===== src/rtl/lcg_stim_gen_if.sv =====
// lcg_stim_gen_if: valid/ready vector channel from the LCG stimulus source
// to the DUT input register.
//   vec_valid : source -> sink, vec_data/vec_last are valid
//   vec_ready : sink -> source, sink accepts the vector this cycle
//   vec_data  : source -> sink, OUT_W-bit stimulus vector
//   vec_last  : source -> sink, vector is the final one of the run
// Modports: master (stimulus source), slave (consumer).
interface lcg_stim_gen_if #(
  parameter int OUT_W = 139
) ();

  logic             vec_valid;
  logic             vec_ready;
  logic [OUT_W-1:0] vec_data;
  logic             vec_last;

  modport master (
    output vec_valid,
    output vec_data,
    output vec_last,
    input  vec_ready
  );

  modport slave (
    input  vec_valid,
    input  vec_data,
    input  vec_last,
    output vec_ready
  );

endinterface


===== src/rtl/lcg_stim_gen.sv =====
// lcg_stim_gen: synthesizable upstream stimulus source for the fuzzed `top`
// DUT. Builds OUT_W-bit vectors from the 32-bit LCG
//   state = state * 32'h41C64E6D + 32'h3039 (mod 2^32)
// one LCG step per cycle, filling 32 bits at a time, LSB word first. The
// final word is truncated to its low bits, so the bit stream matches the
// simulation stimulus exactly and runs can be diffed vector for vector.
//
// Ports:
//   clk         : clock, rising edge
//   rst_n       : synchronous active-low reset
//   start       : pulse; in IDLE or DONE loads seed/num_vectors and starts a run
//   seed        : initial LCG state, sampled on an accepted start
//   num_vectors : vectors per run, sampled on an accepted start
//   vec         : lcg_stim_gen_if.master (vec_valid/vec_ready/vec_data/vec_last)
//   vec_count   : number of vectors accepted in this run (wraps mod 2^32)
//   busy        : high while generating or holding a vector
//   done        : run complete, held until start or reset
//   sig         : per-run signature (only with LCG_STIM_SIG_EN defined)
//
// Optional feature macro: LCG_STIM_SIG_EN adds the `sig` output. On each
// handshake sig <= rotl1(sig) ^ fold, where fold is the XOR of all 32-bit
// words of vec_data (top word zero-padded). sig clears on reset and on an
// accepted start.
//
// Parameters:
//   OUT_W  : vector width, 1..1024
//   NWORDS : derived LCG steps per vector; do not override
module lcg_stim_gen #(
  parameter int OUT_W  = 139,
  parameter int NWORDS = (OUT_W + 31) / 32
) (
  input  logic        clk,
  input  logic        rst_n,
  input  logic        start,
  input  logic [31:0] seed,
  input  logic [31:0] num_vectors,
  lcg_stim_gen_if.master vec,
  output logic [31:0] vec_count,
`ifdef LCG_STIM_SIG_EN
  output logic [31:0] sig,
`endif
  output logic        busy,
  output logic        done
);

  localparam int          WIDX_W = (NWORDS > 1) ? $clog2(NWORDS) : 1;
  localparam logic [31:0] LCG_A  = 32'h41C64E6D;
  localparam logic [31:0] LCG_C  = 32'h00003039;

  typedef enum logic [1:0] {
    ST_IDLE,
    ST_GEN,
    ST_HOLD,
    ST_DONE
  } state_t;

  state_t            state;
  state_t            state_nxt;

  logic [31:0]       lcg_state;
  logic [31:0]       lcg_nxt;
  logic [WIDX_W-1:0] word_idx;
  logic [31:0]       num_q;
  logic [OUT_W-1:0]  shadow;
  logic [OUT_W-1:0]  shadow_nxt;
  logic              last_word;
  logic              handshake;
  logic              start_ok;

  // Low 32 bits of the 32x32 product plus increment.
  assign lcg_nxt   = lcg_state * LCG_A + LCG_C;
  assign last_word = (word_idx == WIDX_W'(NWORDS - 1));
  assign handshake = (state == ST_HOLD) && vec.vec_valid && vec.vec_ready;
  assign start_ok  = ((state == ST_IDLE) || (state == ST_DONE)) && start;

  // Shadow with the current word spliced in. Each bit picks its LCG bit
  // when its word index matches; bits past OUT_W on the last word simply
  // do not exist, which gives the required truncation for free.
  for (genvar i = 0; i < OUT_W; i++) begin : g_shadow
    assign shadow_nxt[i] = (word_idx == WIDX_W'(i / 32)) ? lcg_nxt[i % 32]
                                                         : shadow[i];
  end

  // State register
  always_ff @(posedge clk) begin
    if (!rst_n) begin
      state <= ST_IDLE;
    end else begin
      state <= state_nxt;
    end
  end

  // Next-state and status outputs
  always_comb begin
    state_nxt = state;
    busy      = 1'b0;
    done      = 1'b0;
    case (state)
      ST_IDLE, ST_DONE: begin
        if (start) begin
          state_nxt = (num_vectors == 32'd0) ? ST_DONE : ST_GEN;
        end
      end
      ST_GEN: begin
        if (last_word) begin
          state_nxt = ST_HOLD;
        end
      end
      ST_HOLD: begin
        if (handshake) begin
          state_nxt = vec.vec_last ? ST_DONE : ST_GEN;
        end
      end
      default: state_nxt = ST_IDLE;
    endcase
    busy = (state == ST_GEN) || (state == ST_HOLD);
    done = (state == ST_DONE);
  end

  // Datapath
  always_ff @(posedge clk) begin
    if (!rst_n) begin
      lcg_state     <= '0;
      word_idx      <= '0;
      num_q         <= '0;
      shadow        <= '0;
      vec_count     <= '0;
      vec.vec_data  <= '0;
      vec.vec_valid <= 1'b0;
      vec.vec_last  <= 1'b0;
    end else begin
      if (start_ok) begin
        lcg_state <= seed;
        word_idx  <= '0;
        vec_count <= '0;
        num_q     <= num_vectors;
      end

      if (state == ST_GEN) begin
        lcg_state <= lcg_nxt;
        shadow    <= shadow_nxt;
        if (last_word) begin
          vec.vec_data  <= shadow_nxt;
          vec.vec_valid <= 1'b1;
          vec.vec_last  <= (vec_count == num_q - 32'd1);
        end else begin
          word_idx <= word_idx + WIDX_W'(1);
        end
      end

      if (handshake) begin
        vec_count     <= vec_count + 32'd1;
        vec.vec_valid <= 1'b0;
        if (!vec.vec_last) begin
          word_idx <= '0;
        end
      end
    end
  end

`ifdef LCG_STIM_SIG_EN
  localparam int PAD_W = NWORDS * 32;

  logic [PAD_W-1:0]         sig_pad;
  logic [NWORDS:0][31:0]    fold_acc;

  assign sig_pad     = PAD_W'(vec.vec_data);
  assign fold_acc[0] = '0;
  for (genvar k = 0; k < NWORDS; k++) begin : g_fold
    assign fold_acc[k+1] = fold_acc[k] ^ sig_pad[k*32 +: 32];
  end

  always_ff @(posedge clk) begin
    if (!rst_n) begin
      sig <= '0;
    end else if (start_ok) begin
      sig <= '0;
    end else if (handshake) begin
      sig <= {sig[30:0], sig[31]} ^ fold_acc[NWORDS];
    end
  end
`endif

endmodule

===== src/flat_wrapper.sv =====
// flat-port wrapper written by rule: the top's interface ports become plain ports
module lcg_stim_gen_flat 
#(
  parameter int OUT_W  = 139,
  parameter int NWORDS = (OUT_W + 31) / 32
)
  (clk, rst_n, start, seed, num_vectors, vec_count, busy, done, vec_vec_valid, vec_vec_data, vec_vec_last, vec_vec_ready);
  lcg_stim_gen_if #(.OUT_W(OUT_W)) vec_i ();
  input  logic clk;
  input  logic rst_n;
  input  logic start;
  input  logic [31:0] seed;
  input  logic [31:0] num_vectors;
  output logic [31:0] vec_count;
  output logic busy;
  output logic done;
  output wire logic [$bits(vec_i.vec_valid)-1:0] vec_vec_valid;
  output wire logic [$bits(vec_i.vec_data)-1:0] vec_vec_data;
  output wire logic [$bits(vec_i.vec_last)-1:0] vec_vec_last;
  input wire logic [$bits(vec_i.vec_ready)-1:0] vec_vec_ready;
  assign vec_vec_valid = vec_i.vec_valid;
  assign vec_vec_data = vec_i.vec_data;
  assign vec_vec_last = vec_i.vec_last;
  assign vec_i.vec_ready = vec_vec_ready;
  lcg_stim_gen #(.OUT_W(OUT_W), .NWORDS(NWORDS)) u_core (.clk(clk), .rst_n(rst_n), .start(start), .seed(seed), .num_vectors(num_vectors), .vec(vec_i), .vec_count(vec_count), .busy(busy), .done(done));
endmodule

===== config.mk =====
export PLATFORM = sky130hd
export DESIGN_NAME = lcg_stim_gen_flat
export DESIGN_NICKNAME = d
export VERILOG_FILES = /design/src/rtl/lcg_stim_gen_if.sv /design/src/rtl/lcg_stim_gen.sv /design/src/flat_wrapper.sv
export SDC_FILE = /design/constraint.sdc
export NUM_CORES = 1
export LEC_CHECK = 0
export CAP_MARGIN = 0
export CELL_PAD_IN_SITES_DETAIL_PLACEMENT = 0
export CELL_PAD_IN_SITES_GLOBAL_PLACEMENT = 1
export CORE_MARGIN = 5
export CORE_UTILIZATION = 35
export DETAILED_ROUTE_END_ITERATION = 6
export MAX_ROUTING_LAYER = met4
export PLACE_DENSITY_LB_ADDON = 0.08
export SLEW_MARGIN = 20
export SYNTH_ARGS = -nofsm -noshare
export SYNTH_HDL_FRONTEND = slang
export SYNTH_SLANG_ARGS = --single-unit

===== constraint.sdc =====
create_clock -name clk -period 11.18 [get_ports clk]
set_input_delay 1.677 -clock clk [delete_from_list [all_inputs] [get_ports clk]]
set_output_delay 1.677 -clock clk [all_outputs]
set_load 0.02 [all_outputs]

==> results by group, run 1 <==
Run status
  • Result of the run: completed

GRT
  • First-pass GRT wire length: 130000 um
  • GR Overflow Total: 0
  • Number of antenna violations at the first check in global routing: 3
  • Overall track demand over capacity in global routing: 0.236
  • Number of global-route vias before repair: 20468
  • Pin count of the biggest net entering global routing: 208

Routing
  • Detailed-routing wirelength on met1: 39400 um
  • Detail-routed via count per cell: 4.97
  • Starting DRC count in detailed routing: 1269
  • Via Count: 20152
  • Highest metal used: met4
  • Number of detailed-route iterations in the first pass: 5
  • Routed wirelength normalized by instance count: 21.5 um
  • DRT antenna net count: 0
  • Total met2 wirelength after detailed routing: 40300 um
  • Length of routed met3 wiring: 5450 um
  • Post-route DRC: 0
  • DRT Wirelength: 87100 um

Setup path
  • Crit Path Class: reg2reg
  • Launching element type of the critical path: flip-flop
  • Category of the worst setup path capture point: flip-flop
  • Max stage delay on crit path: 610 ps
  • Cell family with the largest share of critical-path delay: adder cells
  • Cell occurring most often along the worst timing path: fa_1
  • CP required: 11600 ps
  • WP buf/inv: 5
  • Arrival time at the worst endpoint: 8050 ps
  • Reg2Reg Setup Slack: 3550 ps
  • CP Cell Sequence: ha_1, xor2_1, ha_1, a21oi_1, fa_1, fa_1, inv_1, fa_1, inv_1, fa_1, inv_1, fa_1, inv_1, fa_1, inv_1, ha_1, a21oi_1, o21ai_0, or3_1, a211o_1, a31oi_1, o21ai_0, xnor2_1, o21ai_0
  • Library cell contributing the largest single delay on the critical path: xnor2_1
  • Largest fanout on the critical path: 9

Synth
  • Count of distinct cell types in the synthesized netlist: 72
  • Number of standard cells after synthesis: 2918
  • FFs w/ async S/R, synth: 0
  • Part of the Yosys area used for sequential elements: 0.304
  • Top flip-flop cell by instance count after synthesis: dfxtp_1
  • Cell type with the highest aggregate area in the netlist: dfxtp_1
  • Syn Std Cell Area: 24300 um2
  • Adder and majority gate portion of the synthesized area: 0.266
  • Count of flip-flops with a built-in enable after synthesis: 0
  • Dominant combinational cell family by area after synthesis: adder cells
  • Number of warning messages in the yosys log: 0
  • Synth top area share: 0.304
  • Number of flip-flops and latches in the synthesized netlist: 370
  • Leading post-synthesis cells by instance count: nand2_1 (560), inv_1 (422), dfxtp_1 (370), a21oi_1 (303), ha_1 (217)
  • Multiplexer area fraction after synthesis: 0.0165
  • Post-Syn Area per Cell: 8.34 um2
  • Synthesized-area fraction occupied by ao, oa, aoi and oai cells: 0.127
  • Leading post-synthesis cells by cell area: dfxtp_1 (30%), fa_1 (15%), ha_1 (11%)
  • Synthesized netlist net count: 3391
  • Library cell with the highest instance count after synthesis: nand2_1
  • Simple-gate area share of the yosys netlist: 0.162
  • Post-Synth XOR/XNOR Area: 0.0371

Layout
  • Layout net count: 3564
  • Area taken by multi-input logic gates: 14900 um2
  • Layout cell share with drive strength beyond 1: 0.0490
  • # fillers: 7025
  • Sequential standard cell area: 7410 um2
  • Growth of design area from synthesis to finish: 19.8%

Die
  • Initial standard-cell utilization of the core: 0.354
  • Number of rows created at floorplan: 96
  • Overall die area: 74900 um2
  • Core area: 68800 um2
  • Floorplan die height: 274 um
  • Num ports: 243
  • X dimension of the die: 274 um

Timing
  • Headroom to the max-slew limit: 0.278
  • Highest achievable clock rate: 131 MHz
  • Number of setup violations in the final report: 0
  • Final cycle utilization of the critical path: 0.682
  • Final Max Slew Viols: 0
  • Unrepaired setup endpoints after global routing: no
  • Hold Vio Cnt, Final: 0
  • Post-route minimum period: 7630 ps
  • Setup_tns: 0 ps
  • Actual slew at the worst max-slew pin: 1080 ps
  • Max Clock Skew: 22.4 ps

Placed design
  • Count of buffers inserted at the top-level ports: 242
  • Placer Congestion: 0.919
  • Estimated wirelength of the detail-placed design: 67100 um

CTS
  • Clock root buffer master: clkbuf_16
  • Total of cells resized after clock tree synthesis: 0
  • TritonCTS Buffers: 44
  • Number of buffers inserted by hold repair at cts: 0
  • Number of sinks driven by the clock tree: 370
  • Clock-pin slew on the worst setup and hold paths: 60 ps
  • Number of levels the H-tree was split into: 2
  • CTS Buffer Depth: 3
  • Clk Latency, worst-skew pair: 590 ps
  • Clock tree from TritonCTS: yes
  • Number of buffers inserted to repair setup after CTS: 0

Run
  • Maximum capacitance violations: 0

Hold path
  • Min-Delay Path Class: reg2reg
-- cell usage in the layout, fill, tap and decap left out, types with 8 or more instances in the layout --
cell type / instances
a211oi_1: 46
a21o_1: 8
a21oi_1: 303
a311oi_1: 12
a31oi_1: 14
and3_1: 21
buf_4: 27
clkbuf_1: 9
clkbuf_16: 44
clkbuf_8: 10
clkdlybuf4s50_1: 241
dfxtp_1: 370
fa_1: 188
ha_1: 215
inv_1: 422
mux2_2: 16
mux2i_1: 21
nand2_1: 558
nand2b_1: 8
nand3_1: 56
nand4_1: 16
nor2_1: 128
nor2b_1: 8
nor3_1: 29
nor4_1: 23
o211ai_1: 13
o21a_1: 18
o21ai_0: 62
or2_2: 8
or3_1: 14
or4_1: 8
xnor2_1: 65
xor2_1: 29
-- registers in the layout, indices dropped and copies added, names as in the netlist --
signal	flops
u_core.num_q	32
u_core.word_idx	3
u_core.lcg_state	32
u_core.vec.vec_valid	1
u_core.vec.vec_last	1
u_core.vec_count	32
u_core.shadow	128
u_core.vec.vec_data	139
u_core.state	2
-- metrics by stage --
stage          setup slack (ps)  utilization  hold WS (ps)  area [um2]  instances
5_1_grt                    3060        0.424           468       29200       4055
4_1_cts                    3510        0.424           445       29200       4054
3_5_place_dp               3550        0.403           445       27700       3976
6_report                   3550        0.424           441       29200       4055
2_1_floorplan              4530            -           432       24300       2918
3_3_place_gp               3350        0.403           441       27700       3976
-- routing by layer --
layer / up-vias / track usage
met3: 105 / 0.0485
met2: 505 / 0.375
met5: - / -
met1: 9706 / 0.312
li1: 9836 / -
met4: 0 / 0.0532
-- logic make-up after synthesis --
logic type,Yosys count
AO/OA/AOI/OAI,527
XOR/XNOR,103
adder cells (fa/ha/maj),405
buffers and inverters,566
flip-flops,370
multiplexers,38
AND/OR/NAND/NOR,909
-- final timing paths --
check,from,to,depth (start not counted)
worst max-delay path,u_core.lcg_state[5]$_SDFFE_PN0P_,u_core.vec.vec_data[127]$_SDFFE_PN0P_,24
worst min-delay path,u_core.shadow[79]$_SDFFE_PN0P_,u_core.vec.vec_data[79]$_SDFFE_PN0P_,2
worst max register to register,u_core.lcg_state[5]$_SDFFE_PN0P_,u_core.vec.vec_data[127]$_SDFFE_PN0P_,24
worst min register to register,u_core.shadow[79]$_SDFFE_PN0P_,u_core.vec.vec_data[79]$_SDFFE_PN0P_,2
-- area by class of cell --
class	instances	area share
multi-input combinational	1982	0.512
sequential	370	0.254
timing repair buffer	270	0.0905
inverter	423	0.0547
clock buffer	63	0.0436
tap	931	0.0399
clock inverter	15	0.00566
antenna	1	0.0000858
-- worst min-delay path, cell delays in order (launching register included) --
cell     delay (ps)
dfxtp_1         300
nand2_1          60
a21oi_1          50
Power of run 1 is left out: the tool's default activity adds up to more than one toggle a clock period on the data nets, which glitch-free logic cannot reach.
==> run 2: changes to the inputs <==
Clock period 11.18 ns to 6.84 ns, I/O delays scaled along.
==> results by group, run 2 (synthesis gave the netlist of run 1 again) <==
Setup path
  • Category of the worst setup path capture point: flip-flop
  • Cell occurring most often along the worst timing path: inv_1
  • Crit Path Class: reg2reg
  • Cell family with the largest share of critical-path delay: adder cells
  • WP buf/inv: 11 (+6)
  • Library cell contributing the largest single delay on the critical path: fa_1
  • Max stage delay on crit path: 530 ps (-80 ps)
  • CP required: 7330 ps (-4270 ps)
  • Largest fanout on the critical path: 5 (-4)
  • Launching element type of the critical path: flip-flop
  • Arrival time at the worst endpoint: 7110 ps (-940 ps)

Timing
  • Highest achievable clock rate: 151 MHz (+15%)
  • Number of setup violations in the final report: 0 (unchanged)
  • Post-route minimum period: 6620 ps (-1010 ps)
  • Final cycle utilization of the critical path: 0.967 (+0.285)
  • Unrepaired setup endpoints after global routing: yes
  • Actual slew at the worst max-slew pin: 1110 ps (+34.5 ps)
  • Final Max Slew Viols: 0 (unchanged)
  • Headroom to the max-slew limit: 0.253 (-0.0248)
  • Max Clock Skew: 35.5 ps (+13.1 ps)
  • Hold Vio Cnt, Final: 0 (unchanged)

Layout
  • Largest registers: u_core.vec.vec_data: 139 flops, u_core.shadow: 128 flops
  • Most common cell after layout, fill and taps aside: nand2_1
  • Max reg flops: 139 (unchanged)
  • Utilization of the core after routing: 0.437 (+0.0127)
  • Diode count: 0 (-1)
  • Layout net count: 3659 (+2.7%)
  • Layout cell share with drive strength beyond 1: 0.0840 (+0.0350)
  • Largest register by flop count: u_core.vec.vec_data
  • Most frequent cells in the layout: nand2_1 (559), inv_1 (422), dfxtp_1 (363), a21oi_1 (298), clkdlybuf4s50_1 (241)
  • Growth of design area from synthesis to finish: 23.4%

CTS
  • Clock tree from TritonCTS: yes
  • Number of buffers inserted by hold repair at cts: 0 (unchanged)
  • Clock root buffer master: clkbuf_16
  • Clk Latency, worst-skew pair: 600 ps (about the same)
  • Clock-pin slew on the worst setup and hold paths: 60 ps (about the same)
  • Number of levels the H-tree was split into: 2 (unchanged)
  • Number of sinks driven by the clock tree: 370 (unchanged)
  • TritonCTS Buffers: 43 (-2.3%)
  • CTS Buffer Depth: 3 (unchanged)

Routing
  • Detail-routed via count per cell: 5.03 (+1.2%)
  • DRT antenna net count: 0 (unchanged)
  • Starting DRC count in detailed routing: 1211 (-4.6%)
  • DRT Wirelength: 89800 um (+3.0%)
  • Post-route DRC: 0 (unchanged)
  • Routed wirelength normalized by instance count: 21.7 um (+0.76%)
  • Number of detailed-route iterations in the first pass: 5 (unchanged)
  • Via Count: 20859 (+3.5%)

GRT
  • Number of global-route vias before repair: 21139 (+3.3%)
  • Overall track demand over capacity in global routing: 0.243 (+0.00672)
  • Pin count of the biggest net entering global routing: 176 (-15%)
  • GR Overflow Total: 0 (unchanged)
  • Number of antenna violations at the first check in global routing: 4 (+1)
  • First-pass GRT wire length: 135000 um (+3.7%)

Hold path
  • Min-Delay Path Class: reg2reg

Run
  • Maximum capacitance violations: 0 (unchanged)

Die
  • Core area: 68800 um2 (unchanged)
  • Initial standard-cell utilization of the core: 0.354 (unchanged)
  • X dimension of the die: 274 um (unchanged)
  • Overall die area: 74900 um2 (unchanged)
  • Floorplan die height: 274 um (unchanged)
  • Num ports: 243 (unchanged)
  • Number of rows created at floorplan: 96 (unchanged)

Run status
  • Result of the run: completed

Placed design
  • Count of buffers inserted at the top-level ports: 242 (unchanged)
  • Estimated wirelength of the detail-placed design: 69500 um (+3.5%)
  • Placer Congestion: 0.911 (-0.89%)
[run 2: cell types whose count changed in the layout (fill, tap and decap cells not counted), moves of 5 or more]
cell,before,now
dfxtp_1,370,363
ha_1,215,208
dfxtp_2,0,5
buf_4,27,121
a21oi_2,0,5
o21ai_0,62,57
a21oi_1,303,298
[run 2: through the flow]
step / instance area, um2 / setup WS, ps / std cells / hold slack (ps) / setup TNS, ps
2_1_floorplan: 24300 / 186 / 2918 / 432 / 0
3_3_place_gp: 28400 / 92.6 / 4066 / 441 / 0
3_5_place_dp: 28400 / 11.5 / 4066 / 446 / 0
4_1_cts: 29800 / 31.6 / 4140 / 453 / 0
5_1_grt: 30100 / -46.5 / 4146 / 464 / -132
6_report: 30100 / 223 / 4146 / 444 / 0
[run 2: per-layer routing]
metal	global-route usage	share of wire	vias to the layer above	wire length [um]
li1	-	-	10039	-
met1	0.336	0.48	10244	42700
met2	0.386	0.46	499	41200
met3	0.0368	0.051	77	4600
met4	0.0370	0.014	0	1250
met5	-	0	-	0
[run 2: worst min-delay path, delay by kind of cell, from the launching register on]
kind | cells | cell delay [ps]
and+or+nand+nor | 1 | 50
DFF | 1 | 310
AOI/OAI and AO/OA | 1 | 50
[run 2: worst paths after layout]
kind / startpoint / endpoint / slack [ps] / cells after the start
hold reg to reg: u_core.shadow[19]$_SDFFE_PN0P_ / u_core.vec.vec_data[19]$_SDFFE_PN0P_ / 440 / 2
setup / recovery: u_core.lcg_state[15]$_SDFFE_PN0P_ / u_core.vec.vec_data[119]$_SDFFE_PN0P_ / 220 / 28
hold / removal: u_core.shadow[19]$_SDFFE_PN0P_ / u_core.vec.vec_data[19]$_SDFFE_PN0P_ / 440 / 2
setup reg to reg: u_core.lcg_state[15]$_SDFFE_PN0P_ / u_core.vec.vec_data[119]$_SDFFE_PN0P_ / 220 / 28
[run 2: final cells by class]
class / count / area [um2]
Multi-Input combinational cell: 1982 / 15000
Clock inverter: 12 / 215
Tap cell: 931 / 1160
Sequential cell: 370 / 7420
Inverter: 423 / 1600
Fill cell: 6999 / 38800
Timing Repair Buffer: 366 / 3380
Clock buffer: 62 / 1260
[run 2: what timing repair did]
action                                  4_1_cts  5_1_grt
hold endpoints to repair                      0        0
endpoints found under the setup margin        1       91
pin swaps                                     0       17
resized for setup                             2       41
setup buffers                                 0        6
Power of run 2 is left out for the same reason.
==> run 3: changes to the inputs <==
Settings changed: PLACE_DENSITY set to 0.68, PLACE_DENSITY_LB_ADDON 0.08 to unset.
==> results by group, run 3 (synthesis gave the netlist of run 1 again) <==
Setup path
  • Category of the worst setup path capture point: flip-flop
  • Arrival time at the worst endpoint: 7160 ps (+50 ps)
  • Critical R2R Capture: u_core.lcg_state[31]$_SDFFE_PN0P_
  • Reg2Reg Setup Slack: 120 ps (-100 ps)
  • Worst Reg-to-Reg Cells: 25 (-11%)
  • Launching element type of the critical path: flip-flop
  • Launching point of the worst reg2reg path: u_core.lcg_state[10]$_SDFFE_PN0P_
  • CP required: 7290 ps (-40 ps)
  • Crit Path Class: reg2reg
  • Largest fanout on the critical path: 5 (unchanged)

Die
  • Initial standard-cell utilization of the core: 0.354 (unchanged)
  • Number of rows created at floorplan: 96 (unchanged)
  • Overall die area: 74900 um2 (unchanged)
  • X dimension of the die: 274 um (unchanged)
  • Num ports: 243 (unchanged)
  • Core area: 68800 um2 (unchanged)
  • Floorplan die height: 274 um (unchanged)

Routing
  • Post-route DRC: 0 (unchanged)
  • Detail-routed via count per cell: 5.03 (about the same)
  • DRT Wirelength: 85800 um (-4.4%)
  • Starting DRC count in detailed routing: 1409 (+16%)
  • Via Count: 20969 (+0.53%)
  • Routed wirelength normalized by instance count: 20.6 um (-4.9%)
  • DRT antenna net count: 0 (unchanged)
  • Number of detailed-route iterations in the first pass: 6 (+1)

Layout
  • Utilization of the core after routing: 0.441 (+0.00480)
  • Largest register by flop count: u_core.vec.vec_data
  • Layout net count: 3670 (+0.30%)
  • Largest registers: u_core.vec.vec_data: 139 flops, u_core.shadow: 128 flops
  • Most frequent cells in the layout: nand2_1 (558), inv_1 (422), dfxtp_1 (360), a21oi_1 (298), clkdlybuf4s50_1 (241)
  • Max reg flops: 139 (unchanged)
  • Post-layout instance area: 30400 um2 (+1.1%)
  • Most common cell after layout, fill and taps aside: nand2_1
  • Growth of design area from synthesis to finish: 24.8%
  • Layout cell share with drive strength beyond 1: 0.0933 (+0.00932)

Placed design
  • Placer Congestion: 0.948 (+4.1%)
  • Post-Place Cell Area: 28400 um2 (about the same)
  • Count of buffers inserted at the top-level ports: 242 (unchanged)
  • Estimated wirelength of the detail-placed design: 66400 um (-4.4%)

Timing
  • Unrepaired setup endpoints after global routing: yes
  • Max Clock Skew: 17.0 ps (-18.4 ps)
  • Worst Hold Slack: 450 ps (+6.22 ps)
  • Actual slew at the worst max-slew pin: 1120 ps (+9.15 ps)
  • Headroom to the max-slew limit: 0.247 (-0.00615)
  • Final cycle utilization of the critical path: 0.982 (+0.0148)
  • Number of setup violations in the final report: 0 (unchanged)
  • Post-route minimum period: 6720 ps (+101 ps)
  • Hold Vio Cnt, Final: 0 (unchanged)
  • Final Max Slew Viols: 0 (unchanged)
  • Highest achievable clock rate: 149 MHz (-1.5%)

CTS
  • TritonCTS Buffers: 45 (+4.7%)
  • Number of buffers inserted by hold repair at cts: 0 (unchanged)
  • Clock tree from TritonCTS: yes
  • Clk Latency, worst-skew pair: 590 ps (about the same)
  • Clock-pin slew on the worst setup and hold paths: 60 ps (about the same)
  • Clock root buffer master: clkbuf_16
  • Number of levels the H-tree was split into: 2 (unchanged)
  • Number of sinks driven by the clock tree: 370 (unchanged)
  • CTS Buffer Depth: 3 (unchanged)

Hold path
  • Min-Delay Path Class: reg2reg
  • Hold path startpoint: u_core.vec.vec_data[47]$_SDFFE_PN0P_
  • Number of instances on the worst hold path: 2 (unchanged)
  • Worst-case hold path end point: u_core.vec.vec_data[47]$_SDFFE_PN0P_

GRT
  • First-pass GRT wire length: 131000 um (-3.3%)
  • Number of global-route vias before repair: 21509 (+1.8%)
  • Number of antenna violations at the first check in global routing: 11 (+7)
  • Overall track demand over capacity in global routing: 0.231 (-0.0114)
  • GR Overflow Total: 0 (unchanged)
  • Pin count of the biggest net entering global routing: 222 (+26%)

Run
  • Maximum capacitance violations: 0 (unchanged)

Run status
  • Result of the run: completed
-- run 3: cell types whose count changed in the layout (fill, tap and decap cells not counted), sizes merged --
| cell | change |
|---|---|
| diode | +11 |
| clkinvlp | +2 |
| clkbuf | +2 |
| buf | +9 |
| clkinv | -2 |
-- run 3: layout make-up --
type / count / area [um2]
well taps: 931 / 1160
inverters: 423 / 1600
multi-input cells: 1982 / 15200
fillers: 6829 / 38400
clock buffers: 64 / 1290
diodes: 11 / 27.5
clock inverters: 12 / 195
flip-flops and latches: 370 / 7420
repair buffers: 375 / 3470
-- run 3: worst max path at each step --
stage	from	to	slack, ps	cells past startpoint
6_report	u_core.lcg_state[10]$_SDFFE_PN0P_	u_core.lcg_state[31]$_SDFFE_PN0P_	120	25
5_1_grt	u_core.lcg_state[19]$_SDFFE_PN0P_	u_core.vec.vec_data[125]$_SDFFE_PN0P_	-80	25
4_1_cts	u_core.lcg_state[7]$_SDFFE_PN0P_	u_core.shadow[95]$_SDFFE_PN0P_	9	24
3_5_place_dp	u_core.lcg_state[8]$_SDFFE_PN0P_	u_core.shadow[90]$_SDFFE_PN0P_	-270	25
3_3_place_gp	u_core.lcg_state[7]$_SDFFE_PN0P_	u_core.shadow[90]$_SDFFE_PN0P_	-220	26
2_1_floorplan	u_core.lcg_state[0]$_SDFFE_PN0P_	u_core.vec.vec_data[116]$_SDFFE_PN0P_	190	25
-- run 3: what timing repair did --
| action | in CTS | in global routing |
|---|---|---|
| endpoints found under the setup margin | 47 | 83 |
| hold endpoints to repair | 0 | 0 |
| pin swaps | 3 | 15 |
| gates resized for setup | 13 | 70 |
| buffers inserted | 2 | 8 |
-- run 3: per-layer routing --
metal	up-vias	global-route usage	wire length, um
li1	10069	-	-
met1	10243	0.293	37300
met2	545	0.390	41600
met3	112	0.0401	4790
met4	0	0.0512	2120
met5	-	-	0
-- run 3: metrics by stage --
| step | setup slack (ps) | setup TNS, ps | std cells |
|---|---|---|---|
| floorplan | 186 | 0 | 2918 |
| global placement | -219 | -2260 | 4071 |
| detailed placement | -267 | -4580 | 4071 |
| CTS | 9.37 | 0 | 4149 |
| global route | -78.1 | -893 | 4168 |
| finish | 122 | 0 | 4168 |
-- run 3: worst max-delay path, stage by stage (launching register included) --
cell and delay (ps):
dfxtp_1 400, ha_4 340, inv_1 60, fa_1 440, fa_1 510, fa_1 500, inv_1 50, fa_1 480
fa_1 450, fa_1 520, inv_1 60, fa_1 480, inv_1 40, ha_2 330, a21o_1 210, o21ai_1 190
buf_4 140, nand2b_1 110, a211o_4 360, a31oi_4 200, buf_4 140, o21ai_2 60, xnor2_2 210, buf_4 150
buf_4 90, a21oi_1 50
Power of run 3 is left out for the same reason.
